## config.mk

```make
export PLATFORM = sky130hd
export DESIGN_NAME = emif_weight_loader
export DESIGN_NICKNAME = d
export VERILOG_FILES = /design/src/rtl/emif_weight_loader.sv
export SDC_FILE = /design/constraint.sdc
export NUM_CORES = 1
export LEC_CHECK = 0
export BUFFER_PORTS_ARGS = -buffer_cell sky130_fd_sc_hd__buf_4
export CORE_MARGIN = 3
export CORE_UTILIZATION = 41
export DETAILED_ROUTE_END_ITERATION = 6
export GPL_TIMING_DRIVEN = 0
export PLACE_DENSITY = 0.75
export SLEW_MARGIN = 20
export SYNTH_ARGS = -nofsm -noshare
export SYNTH_HDL_FRONTEND = slang
export SYNTH_SLANG_ARGS = --single-unit
```

## constraint.sdc

```tcl
create_clock -name clk -period 2.1 [get_ports clk]
set_clock_uncertainty 0.1 [all_clocks]
set_input_delay 0.42 -clock clk [delete_from_list [all_inputs] [get_ports clk]]
set_output_delay 0.42 -clock clk [all_outputs]
set_load 0.01 [all_outputs]
```

## src/rtl/emif_weight_loader.sv

```systemverilog
// emif_weight_loader: copies C*D consecutive EMIF words into C weight buffers,
// one word per cycle, buffer 0 address 0..D-1 first, then buffer 1, and so on.
// Optional build macro LOADER_CHECKSUM_EN adds a running XOR of written words.
module emif_weight_loader #(
  parameter int unsigned EMIF_ADDR_WIDTH = 14,
  parameter int unsigned DATA_WIDTH      = 128,
  parameter int unsigned BUF_ADDR_WIDTH  = 2,
  parameter int unsigned NUM_BUFS        = 4
) (
  input  logic                              clk,
  input  logic                              reset,
  input  logic                              start,
  input  logic [EMIF_ADDR_WIDTH-1:0]        base_addr,
  input  logic [$clog2(NUM_BUFS+1)-1:0]     buf_count,
  output logic                              busy,
  output logic                              done,
  output logic [EMIF_ADDR_WIDTH-1:0]        emif_address,
  output logic                              emif_wen,
  input  logic [DATA_WIDTH-1:0]             emif_dataout,
  output logic [BUF_ADDR_WIDTH-1:0]         buf_addr,
  output logic [DATA_WIDTH-1:0]             buf_datain,
  output logic [NUM_BUFS-1:0]               buf_we
`ifdef LOADER_CHECKSUM_EN
  ,
  output logic [DATA_WIDTH-1:0]             checksum
`endif
);

  localparam int unsigned DEPTH = 1 << BUF_ADDR_WIDTH;
  localparam int unsigned CNT_W = $clog2(NUM_BUFS + 1);
  localparam int unsigned SEL_W = (NUM_BUFS > 1) ? $clog2(NUM_BUFS) : 1;
  localparam int unsigned IDX_W = SEL_W + BUF_ADDR_WIDTH;

  typedef enum logic [1:0] {
    S_IDLE  = 2'd0,
    S_READ  = 2'd1,
    S_DRAIN = 2'd2,
    S_DONE  = 2'd3
  } state_e;

  state_e                       state_q;
  logic [IDX_W-1:0]             idx_q;
  logic [IDX_W-1:0]             last_idx_q;
  logic [EMIF_ADDR_WIDTH-1:0]   emif_address_q;
  logic                         busy_q;
  logic                         done_q;
  logic [BUF_ADDR_WIDTH-1:0]    buf_addr_q;
  logic [DATA_WIDTH-1:0]        buf_datain_q;
  logic [NUM_BUFS-1:0]          buf_we_q;

  logic [CNT_W-1:0]             count_d;
  logic [IDX_W-1:0]             last_idx_d;
  logic [SEL_W-1:0]             sel_d;
  logic [NUM_BUFS-1:0]          we_d;
  logic                         start_acc_d;

  // Clamp the requested count, derive the final word index and the write target.
  always_comb begin
    count_d     = (buf_count > CNT_W'(NUM_BUFS)) ? CNT_W'(NUM_BUFS) : buf_count;
    last_idx_d  = IDX_W'((32'(count_d) * DEPTH) - 32'd1);
    sel_d       = idx_q[IDX_W-1:BUF_ADDR_WIDTH];
    we_d        = NUM_BUFS'(1) << sel_d;
    start_acc_d = start && ((state_q == S_IDLE) || (state_q == S_DONE));
  end

  // Load sequencer: read stage in READ, write stage one cycle behind it.
  always_ff @(posedge clk) begin
    if (reset) begin
      state_q        <= S_IDLE;
      idx_q          <= '0;
      last_idx_q     <= '0;
      emif_address_q <= '0;
      busy_q         <= 1'b0;
      done_q         <= 1'b0;
      buf_addr_q     <= '0;
      buf_datain_q   <= '0;
      buf_we_q       <= '0;
    end else begin
      buf_we_q <= '0;
      case (state_q)
        S_IDLE, S_DONE: begin
          if (start) begin
            emif_address_q <= base_addr;
            idx_q          <= '0;
            last_idx_q     <= last_idx_d;
            if (count_d == '0) begin
              emif_address_q <= '0;
              done_q         <= 1'b1;
              state_q        <= S_DONE;
            end else begin
              done_q  <= 1'b0;
              busy_q  <= 1'b1;
              state_q <= S_READ;
            end
          end
        end
        S_READ: begin
          buf_datain_q <= emif_dataout;
          buf_addr_q   <= idx_q[BUF_ADDR_WIDTH-1:0];
          buf_we_q     <= we_d;
          idx_q        <= idx_q + IDX_W'(1);
          if (idx_q == last_idx_q) begin
            emif_address_q <= '0;
            state_q        <= S_DRAIN;
          end else begin
            emif_address_q <= emif_address_q + EMIF_ADDR_WIDTH'(1);
          end
        end
        S_DRAIN: begin
          busy_q  <= 1'b0;
          done_q  <= 1'b1;
          state_q <= S_DONE;
        end
        default: state_q <= S_IDLE;
      endcase
    end
  end

`ifdef LOADER_CHECKSUM_EN
  logic [DATA_WIDTH-1:0] checksum_q;

  // XOR every word on the edge it commits into a buffer.
  always_ff @(posedge clk) begin
    if (reset) begin
      checksum_q <= '0;
    end else if (start_acc_d) begin
      checksum_q <= '0;
    end else if (|buf_we_q) begin
      checksum_q <= checksum_q ^ buf_datain_q;
    end
  end

  assign checksum = checksum_q;
`endif

  assign busy         = busy_q;
  assign done         = done_q;
  assign emif_address = emif_address_q;
  assign emif_wen     = 1'b0;
  assign buf_addr     = buf_addr_q;
  assign buf_datain   = buf_datain_q;
  assign buf_we       = buf_we_q;

endmodule

```

### Word level (Yosys, flattened, before mapping)

Cells that the tools add are included.

| operators by class | value |
|---|---|
| reductions and logical operators | 11 |
| shift-type cells | 1 |
| divide/modulo/power cells | 0 |
| equal/unequal tests | 7 |
| add/subtract/negate cells | 3 |
| order comparisons | 1 |
| multiplexer cells | 17 |
| bitwise operators | 1 |
| $mul | 0 |

Operators with widths:

| kind | number |
|---|---|
| 14-bit two-way mux | 3 |
| 14-bit one-hot mux with 2 select lines | 1 |
| 14-bit by 1-bit adder with 14-bit output, second input constant | 1 |
| 4-bit one-hot mux with 2 select lines | 1 |
| 2-bit AND reduction | 4 |
| 2-bit two-way mux | 3 |
| 2-bit inequality test, second input constant | 3 |
| 2-bit one-hot mux with 3 select lines | 1 |
| 4-bit by 1-bit adder with 4-bit output, second input constant | 1 |
| 2-bit equality test, second input constant | 2 |
| 4-bit equality test | 1 |
| 1-bit two-way mux | 4 |
| 4-bit two-way mux | 1 |
| 1-bit one-hot mux with 2 select lines | 2 |
| 2-bit nonzero test | 2 |
| 2-bit OR reduction | 2 |
| 1-bit by 2-bit << shifter with 4-bit output, first input constant | 1 |
| 4-bit by 1-bit subtractor with 4-bit output, second input constant | 1 |
| 3-bit > comparator, second input constant | 1 |
| 3-bit logical NOT | 1 |
| 3-bit two-way mux | 1 |
| 3-bit AND reduction | 1 |
| 2-bit by 1-bit equality test with 1-bit output, second input constant | 1 |
| 2-bit logical NOT | 1 |
| 1-bit inverter | 1 |

| storage, ports and cells | value |
|---|---|
| memories | 0 |
| memory bits (read-only) | 0 |
| RAM bits | 0 |
| input port bits | 148 |
| latch bits | 0 |
| register bits after elaboration | 160 |

### Depth between registers and ports, before layout

Gate-level depths: netlist of run 1.

| logic depth | value |
|---|---|
| depth after elaboration | 6 |
| mapped depth | 9 |

### Worst setup path before layout of run 1

OpenSTA, ideal clock, no wires.

| timing path | value |
|---|---|
| kind | register -> register |
| start point | reg state_q[0] |
| end point | reg emif_address_q[11] (netlist: emif_address[11]) |
| path slack | 0.077 ns |
| clock period less this slack | 2.023 ns |
| data arrival time | 1.795 ns |
| stages on the path, launching flop included | 9 |
| path through | dfxtp_1 > inv_1 > ha_1 > nand2b_1 > clkbuf_1 > o21ai_1 > clkbuf_1 > a222oi_1 > nor2_1 |

| between the ends | value |
|---|---|
| longest elaborated chain between the ends | 4 |
| elaborated cells on any way between the ends | 8 |
| those cells by class | eq/ne: 3; mux: 1; reduce/logical: 4 |

Ends and longest elaborated chain:

| what | line | text |
|---|---|---|
| start, declared | 41 | `state_e state_q;` |
| start signal, assigned | 69 | `state_q <= S_IDLE;` |
| start signal, assigned | 89 | `state_q <= S_DONE;` |
| start signal, assigned | 93 | `state_q <= S_READ;` |
| 2-bit equality test / 2-bit logical NOT (equally long branches) | 80 | `case (state_q)` |
| 2-bit OR reduction | 80 |  |
| 2-bit inequality test (no line) / 2-bit nonzero test (equally long branches) | -- |  |
| 2-bit AND reduction (no line) | -- |  |
| end signal, assigned | 83 | `emif_address_q <= base_addr;` |
| end signal, assigned | 106 | `emif_address_q <= emif_address_q + EMIF_ADDR_WIDTH'(1);` |
| end, declared | 44 | `logic [EMIF_ADDR_WIDTH-1:0] emif_address_q;` |

Several ways; a longest one is shown, not always the timed one.
A chain may end at the register's enable or synchronous reset.

### Worst setup path after layout of run 1

| timing path | value |
|---|---|
| start point | reg idx_q[1] |
| end point | reg emif_address_q[0] (netlist: emif_address[0]) |

| between the ends | value |
|---|---|
| longest elaborated chain between the ends | 3 |

Ends and longest elaborated chain:

| what | line | text |
|---|---|---|
| start, declared | 42 | `logic [IDX_W-1:0] idx_q;` |
| start signal, assigned | 101 | `idx_q <= idx_q + IDX_W'(1);` |
| 4-bit equality test | 102 | `if (idx_q == last_idx_q) begin` |
| 14-bit two-way mux | 102 |  |
| 14-bit one-hot mux with 2 select lines | 80 |  |

No other way between the ends.

==> summary.md, run 1 <==
| Metric | Value |
|---|---|
| Antenna Nets Post-Route | 0 |
| Total number of vias | between 5000 and 6000 |
| Ys Warns | 0 |
| Vias per cell | approximately 5 |
| TritonCTS clock tree | yes |
| WP buf/inv | 1 |
| Data arrival, critical path | roughly 2.2 ns |
| R2r startpoint | idx_q[1] |
| Period minus WS final | slightly above 2 ns |
| Worst path cell trace | o21ba_2, o41ai_4, buf_6, nor2_1, a211oi_1, nor3_1 |
| WHS Path Cells | 2 |
| GRT Util Overall | a little over a fifth |
| RSZ-0062 raised after global routing | true |
| CTS Hold Buffers Added | 0 |
| N_diodes | 0 |
| Pwr per Cell Area | between 1000 and 1500 nW/µm² |
| Async S/R FF share, synth | 0% |
| Reg2reg end | emif_address[0] |
| Worst-skew pair later-pin latency | between 0.4 and 0.5 ns |
| Most frequent cells in the layout | 303 x buf_4, 156 x dfxtp_1, 153 x nor2_1 |
| Die height | approximately 130 µm |
| Most common cell after layout, fill and taps aside | buf_4 |
| Post-Syn Area | around 6100 µm² |
| Fmax | between 400 and 500 MHz |
| Starting density of the core | roughly 43% |
| Gpl congestion | ~0.82 |
| I/O Buffers | between 200 and 300 |
| Layout area overhead | 50.4% |
| R2r worst-path depth | 6 |
| Cell Count, Final, Fillers Out | approximately 1100 |
| Leak Pwr | ~4.2 nW |
| Die footprint | around 16000 µm² |
| Drc violations | 0 |
| Actual slew at the worst max-slew pin | 0.690 ns |
| R2r setup slk | 0.05 ns |
| Core Box Area | approximately 14000 µm² |
| Main flop type after synthesis | dfxtp_1 |
| Delay-heaviest family, CP | compound AO/OA/AOI/OAI gates |
| Final setup fails | 0 |
| #FFs+latches synth | approximately 160 |
| Post-Syn Instances | 610 |
| Tcrit/Tclk final | approximately 100% |
| Hold Crit Start | reset |
| Slowest Stage Delay on Critical Path | around 0.64 ns |
| Antenna violations before repair | 0 |
| Fin. Hold Viols | 0 |
| Post-route setup slack | ~0.054 ns |
| Crit start category | register |
| Placed Cells | around 1100 |
| Number of synthesized flops with an enable pin | 0 |
| Row count | 43 |
| Synth unique cells | 43 |
| Crit. End Element | register |
| Status | complete, no violations |
| Number of DRC markers in iteration 0 | 246 |
| IR drop worst, VDD | roughly 770 µV |
| Root Buffer | clkbuf_16 |
| Slew headroom | a little over half |
| Setup WS pre-CTS | -0.326 ns |
| Fin util | between 60% and 70% |
| Die Wd | roughly 130 µm |
| H-Tree Depth | 4 |
| Placed wire-length estimate | approximately 14000 µm |
| WP data required | between 2 and 2.5 ns |
| CTS clock-pin slew for the worst setup and hold paths | 0.06 ns |
| First-pass GRT wire length | between 20000 and 30000 µm |
| Ports | roughly 300 |
| Clock sinks | around 160 |
| Total CTS buffers | 17 |
| CP max stage cell | o41ai_4 |
| Total gr overflow | 0 |
| Post-synthesis sequential area ratio | roughly 52% |
| Max-cap violations | 0 |
| Max FO, Critical Path | 10 |
| Pins Over Slew Limit | 0 |
| Largest net degree at the start of global routing | 17 |
| Vias in the first global route | ~5500 |
| HP Class | in -> reg |
| Crit Path Category | reg -> reg |
| Fin nets | 1079 |
| Synth Area per Inst | around 10 µm² |
| Wire per inst | 16.1 µm |
| First-pass DRT Iterations | 6 |
| Share of layout cells above drive strength 1 | about two fifths |
| CTS Buffer Depth | 2 |
| Fin Hold WS | around 0.11 ns |
| Final wirelength | about 18000 µm |
| Syn Nets | ~770 |
| Hold endpoint | buf_we[2] |
[Yosys cell counts (all sizes together), types with 3 or more instances]
library cell  instances  share of area (%)
dfxtp               159                 52
nor2                154                9.5
mux2i               132                 22
clkbuf               23                1.4
nand2                19                1.2
buf                  18                1.7
a21oi                11               0.91
o21ai                10               0.82
a22oi                 9                1.1
ha                    7                1.4
inv                   7               0.43
nor3                  7               0.58
a211oi                6               0.82
nor4                  6               0.62
nand3                 5               0.41
a32oi                 4               0.58
nand2b                4               0.41
xor2                  4               0.58
and2                  3               0.31
[where the power goes]
part	leakage (nW)	internal (mW)	switching, mW
sequential	1.30	3.73	0.455
clock	0.270	1.76	1.20
combinational	2.60	2.36	2.42
[state kept, by name (all words and copies together) (netlist names)]
signal and cells:
busy 1, idx_q 4, state_q 2, buf_datain 128, last_idx_q 3, done 1, emif_address 14, buf_we 4
buf_addr 2
[how the worst max path moves through the flow]
| stage | start | end | slack [ns] | cells after the start |
|---|---|---|---|---|
| finish | idx_q[1] | emif_address[0] | 0.05 | 6 |
| global route | idx_q[1] | emif_address[0] | -0.01 | 6 |
| CTS | state_q[1] | buf_datain[106] | 0.0004 | 7 |
| detailed placement | state_q[0] | emif_address[11] | -0.33 | 8 |
| global placement | state_q[0] | emif_address[11] | -0.35 | 8 |
| floorplan | state_q[0] | emif_address[11] | 0.08 | 8 |
[layer usage]
metal	global-route usage [%]	routed length (µm)
met1	24.5	6880
met2	37.1	9200
met3	7.04	1490
met4	9.05	443
met5	0	0
[through the flow]
stage / instance area [µm²] / setup TNS (ns) / power [mW]
4_1_cts: 9110 / 0 / 11.9
5_1_grt: 9140 / -0.00965 / 12.6
6_report: 9140 / 0 / 11.9
3_3_place_gp: 8530 / -22.14 / 8.83
3_5_place_dp: 8530 / -23.57 / 8.91
2_1_floorplan: 6080 / 0 / 7.05
[cell families (layout without fill, tap and decap cells)]
family,count (synthesis),in the layout,synth area share [%]
compound gates,50,50,5.84
xor+xnor,4,4,0.576
fa+ha+maj,7,7,1.44
buf+inv,48,374,3.54
flops,159,159,52.4
mux,132,132,21.7
other cells,1,1,0.0617
simple gates,209,209,14.4
[cell type report]
| cell class | instances | area, µm² |
|---|---|---|
| Buffer | 38 | 203 |
| Clock buffer | 19 | 443 |
| Inverter | 7 | 26.3 |
| Multi-Input combinational cell | 403 | 2700 |
| Tap cell | 180 | 225 |
| Sequential cell | 159 | 3190 |
| Fill cell | 1198 | 5060 |
| Clock inverter | 12 | 120 |
| Timing Repair Buffer | 298 | 2240 |
[what timing repair did]
action,4_1_cts,5_1_grt
setup endpoints to repair,138,140
cloned,0,0
resized for setup,8,16
setup buffers,0,1
pin swaps,0,3
Power figures use the tool's default switching activity.
==> run 2: changes to the inputs <==
--- a/config.mk
+++ b/config.mk
@@ -13,2 +13,3 @@
 export PLACE_DENSITY = 0.75
+export SKIP_CTS_REPAIR_TIMING = 1
 export SLEW_MARGIN = 20
==> constraint.sdc (replaced) <==
create_clock -name clk -period 2.1 [get_ports clk]
set_clock_uncertainty 0.1 [all_clocks]
set_input_delay 0.63 -clock clk [delete_from_list [all_inputs] [get_ports clk]]
set_output_delay 0.63 -clock clk [all_outputs]
set_load 0.01 [all_outputs]
==> summary.md, run 2 (synthesis gave the netlist of run 1 again) <==
| Metric | Value |
|---|---|
| Setup TNS | 0 ns (unchanged) |
| Actual slew at the worst max-slew pin | 0.692 ns (was 0.690 ns) |
| Layout area overhead | 50.4% (unchanged) |
| Total CTS buffers | 17 (unchanged) |
| Starting density of the core | 42.8% (unchanged) |
| Clock sinks | 159 (unchanged) |
| Max-cap violations | 0 (unchanged) |
| IR drop worst, VDD | 771 µV (was 772 µV) |
| Pwr per Cell Area | 1300 nW/µm² (about the same) |
| GRT Util Overall | 21.6% (unchanged) |
| Crit Path Category | in -> reg (was reg -> reg) |
| Row count | 43 (unchanged) |
| Tcrit/Tclk final | 94.6% (was 97.4%) |
| I/O Buffers | 297 (unchanged) |
| Drc violations | 0 (unchanged) |
| Wire per inst | 16.1 µm (about the same) |
| Fin Hold WS | 0.318 ns (was 0.107 ns) |
| Crit. End Element | register (unchanged) |
| Share of layout cells above drive strength 1 | 38.4% (was 38.5%) |
| HP Class | in -> reg (unchanged) |
| Vias per cell | 4.90 (was 4.92) |
| First-pass GRT wire length | 28000 µm (unchanged) |
| Most frequent cells in the layout | 301 x buf_4, 157 x dfxtp_1, 153 x nor2_1 (was 303 x buf_4, 156 x dfxtp_1, 153 x nor2_1) |
| First-pass DRT Iterations | 4 (was 6) |
| Crit start category | input pin (was register) |
| Core Box Area | 14200 µm² (unchanged) |
| WP data required | 2.34 ns (was 2.28 ns) |
| Fin nets | 1080 (was 1079) |
| Die footprint | 16300 µm² (unchanged) |
| Leak Pwr | 4.17 nW (about the same) |
| CTS clock-pin slew for the worst setup and hold paths | 0.06 ns (about the same) |
| Largest net degree at the start of global routing | 17 (unchanged) |
| Antenna violations before repair | 0 (unchanged) |
| Die Wd | 128 µm (unchanged) |
| Fmax | 503 MHz (was 489 MHz) |
| Data arrival, critical path | 2.23 ns (about the same) |
| Most common cell after layout, fill and taps aside | buf_4 (unchanged) |
| Gpl congestion | 0.818 (unchanged) |
| CTS Buffer Depth | 2 (unchanged) |
| Antenna Nets Post-Route | 0 (unchanged) |
| N_diodes | 0 (unchanged) |
| Period minus WS final | 1.99 ns (was 2.05 ns) |
| Ports | 299 (unchanged) |
| Die height | 128 µm (unchanged) |
| TritonCTS clock tree | yes (unchanged) |
| Final setup fails | 0 (unchanged) |
| Power Total | 11.9 mW (about the same) |
| Total number of vias | 5471 (was 5493) |
| Max FO, Critical Path | 10 (unchanged) |
| Pins Over Slew Limit | 0 (unchanged) |
| Number of DRC markers in iteration 0 | 242 (was 246) |
| Worst-skew pair later-pin latency | 0.41 ns (about the same) |
| Placed wire-length estimate | 13500 µm (unchanged) |
| Vias in the first global route | 5534 (unchanged) |
| H-Tree Depth | 4 (unchanged) |
| Root Buffer | clkbuf_16 (unchanged) |
| Fin util | 64.4% (unchanged) |
| Final wirelength | 18000 µm (about the same) |
| Total gr overflow | 0 (unchanged) |
| FILL cells | 1200 (was 1198) |
| Status | complete, no violations (unchanged) |
| Slew headroom | 53.9% (was 54.0%) |
| Fin. Hold Viols | 0 (unchanged) |
| Max FFs per register | 128 (unchanged) |
-- run 2: cell types whose count changed in the layout (fill, tap and decap cells not counted) --
cell / before / now
buf_4: 303 / 301
dfxtp_2: 3 / 2
nor2_2: 0 / 1
clkbuf_4: 4 / 6
and2_2: 1 / 0
nor2_4: 1 / 0
buf_2: 7 / 8
and2_4: 0 / 1
dfxtp_1: 156 / 157
-- run 2: final cells by class --
class | instances | area, µm² | share of cell area, %
Buffer | 38 | 200 | 2.19
Clock buffer | 19 | 443 | 4.84
Inverter | 7 | 26.3 | 0.287
Multi-Input combinational cell | 403 | 2700 | 29.5
Timing Repair Buffer | 299 | 2240 | 24.6
Clock inverter | 12 | 120 | 1.31
Tap cell | 180 | 225 | 2.46
Sequential cell | 159 | 3190 | 34.8
-- run 2: per-layer routing --
layer / GRT usage (%) / share of wire, %
met1: 24.5 / 39
met2: 37.1 / 51
met3: 7.04 / 8.3
met4: 9.05 / 2.6
met5: 0 / 0
-- run 2: worst paths after layout --
path                       from  slack, ns               end  depth (start not counted)
setup / recovery   buf_count[2]       0.11   emif_address[7]                          9
hold reg to reg   last_idx_q[1]       0.39     last_idx_q[1]                          2
setup reg to reg       idx_q[1]       0.12  emif_address[11]                          5
hold / removal            reset       0.32         buf_we[2]                          2
-- run 2: worst max-delay path, cell delays in order --
cell and delay [ns]:
buf_4 0.12, nand2b_1 0.16, ha_1 0.18, nor2b_1 0.15
nor2_1 0.27, and2_1 0.20, buf_2 0.24, a22oi_1 0.12
a21oi_1 0.16
-- run 2: stage by stage --
step / std cells / setup slack (ns) / instance area [µm²]
2_1_floorplan: 610 / 0.0774 / 6080
3_3_place_gp: 1087 / -0.347 / 8530
3_5_place_dp: 1087 / -0.326 / 8530
4_1_cts: 1118 / -0.348 / 9100
5_1_grt: 1117 / -0.0109 / 9140
6_report: 1117 / 0.114 / 9140
-- run 2: power by group --
part | switching [mW] | internal, mW | leakage, nW
sequential | 0.453 | 3.73 | 1.30
combinational | 2.41 | 2.37 | 2.60
clock | 1.20 | 1.76 | 0.270
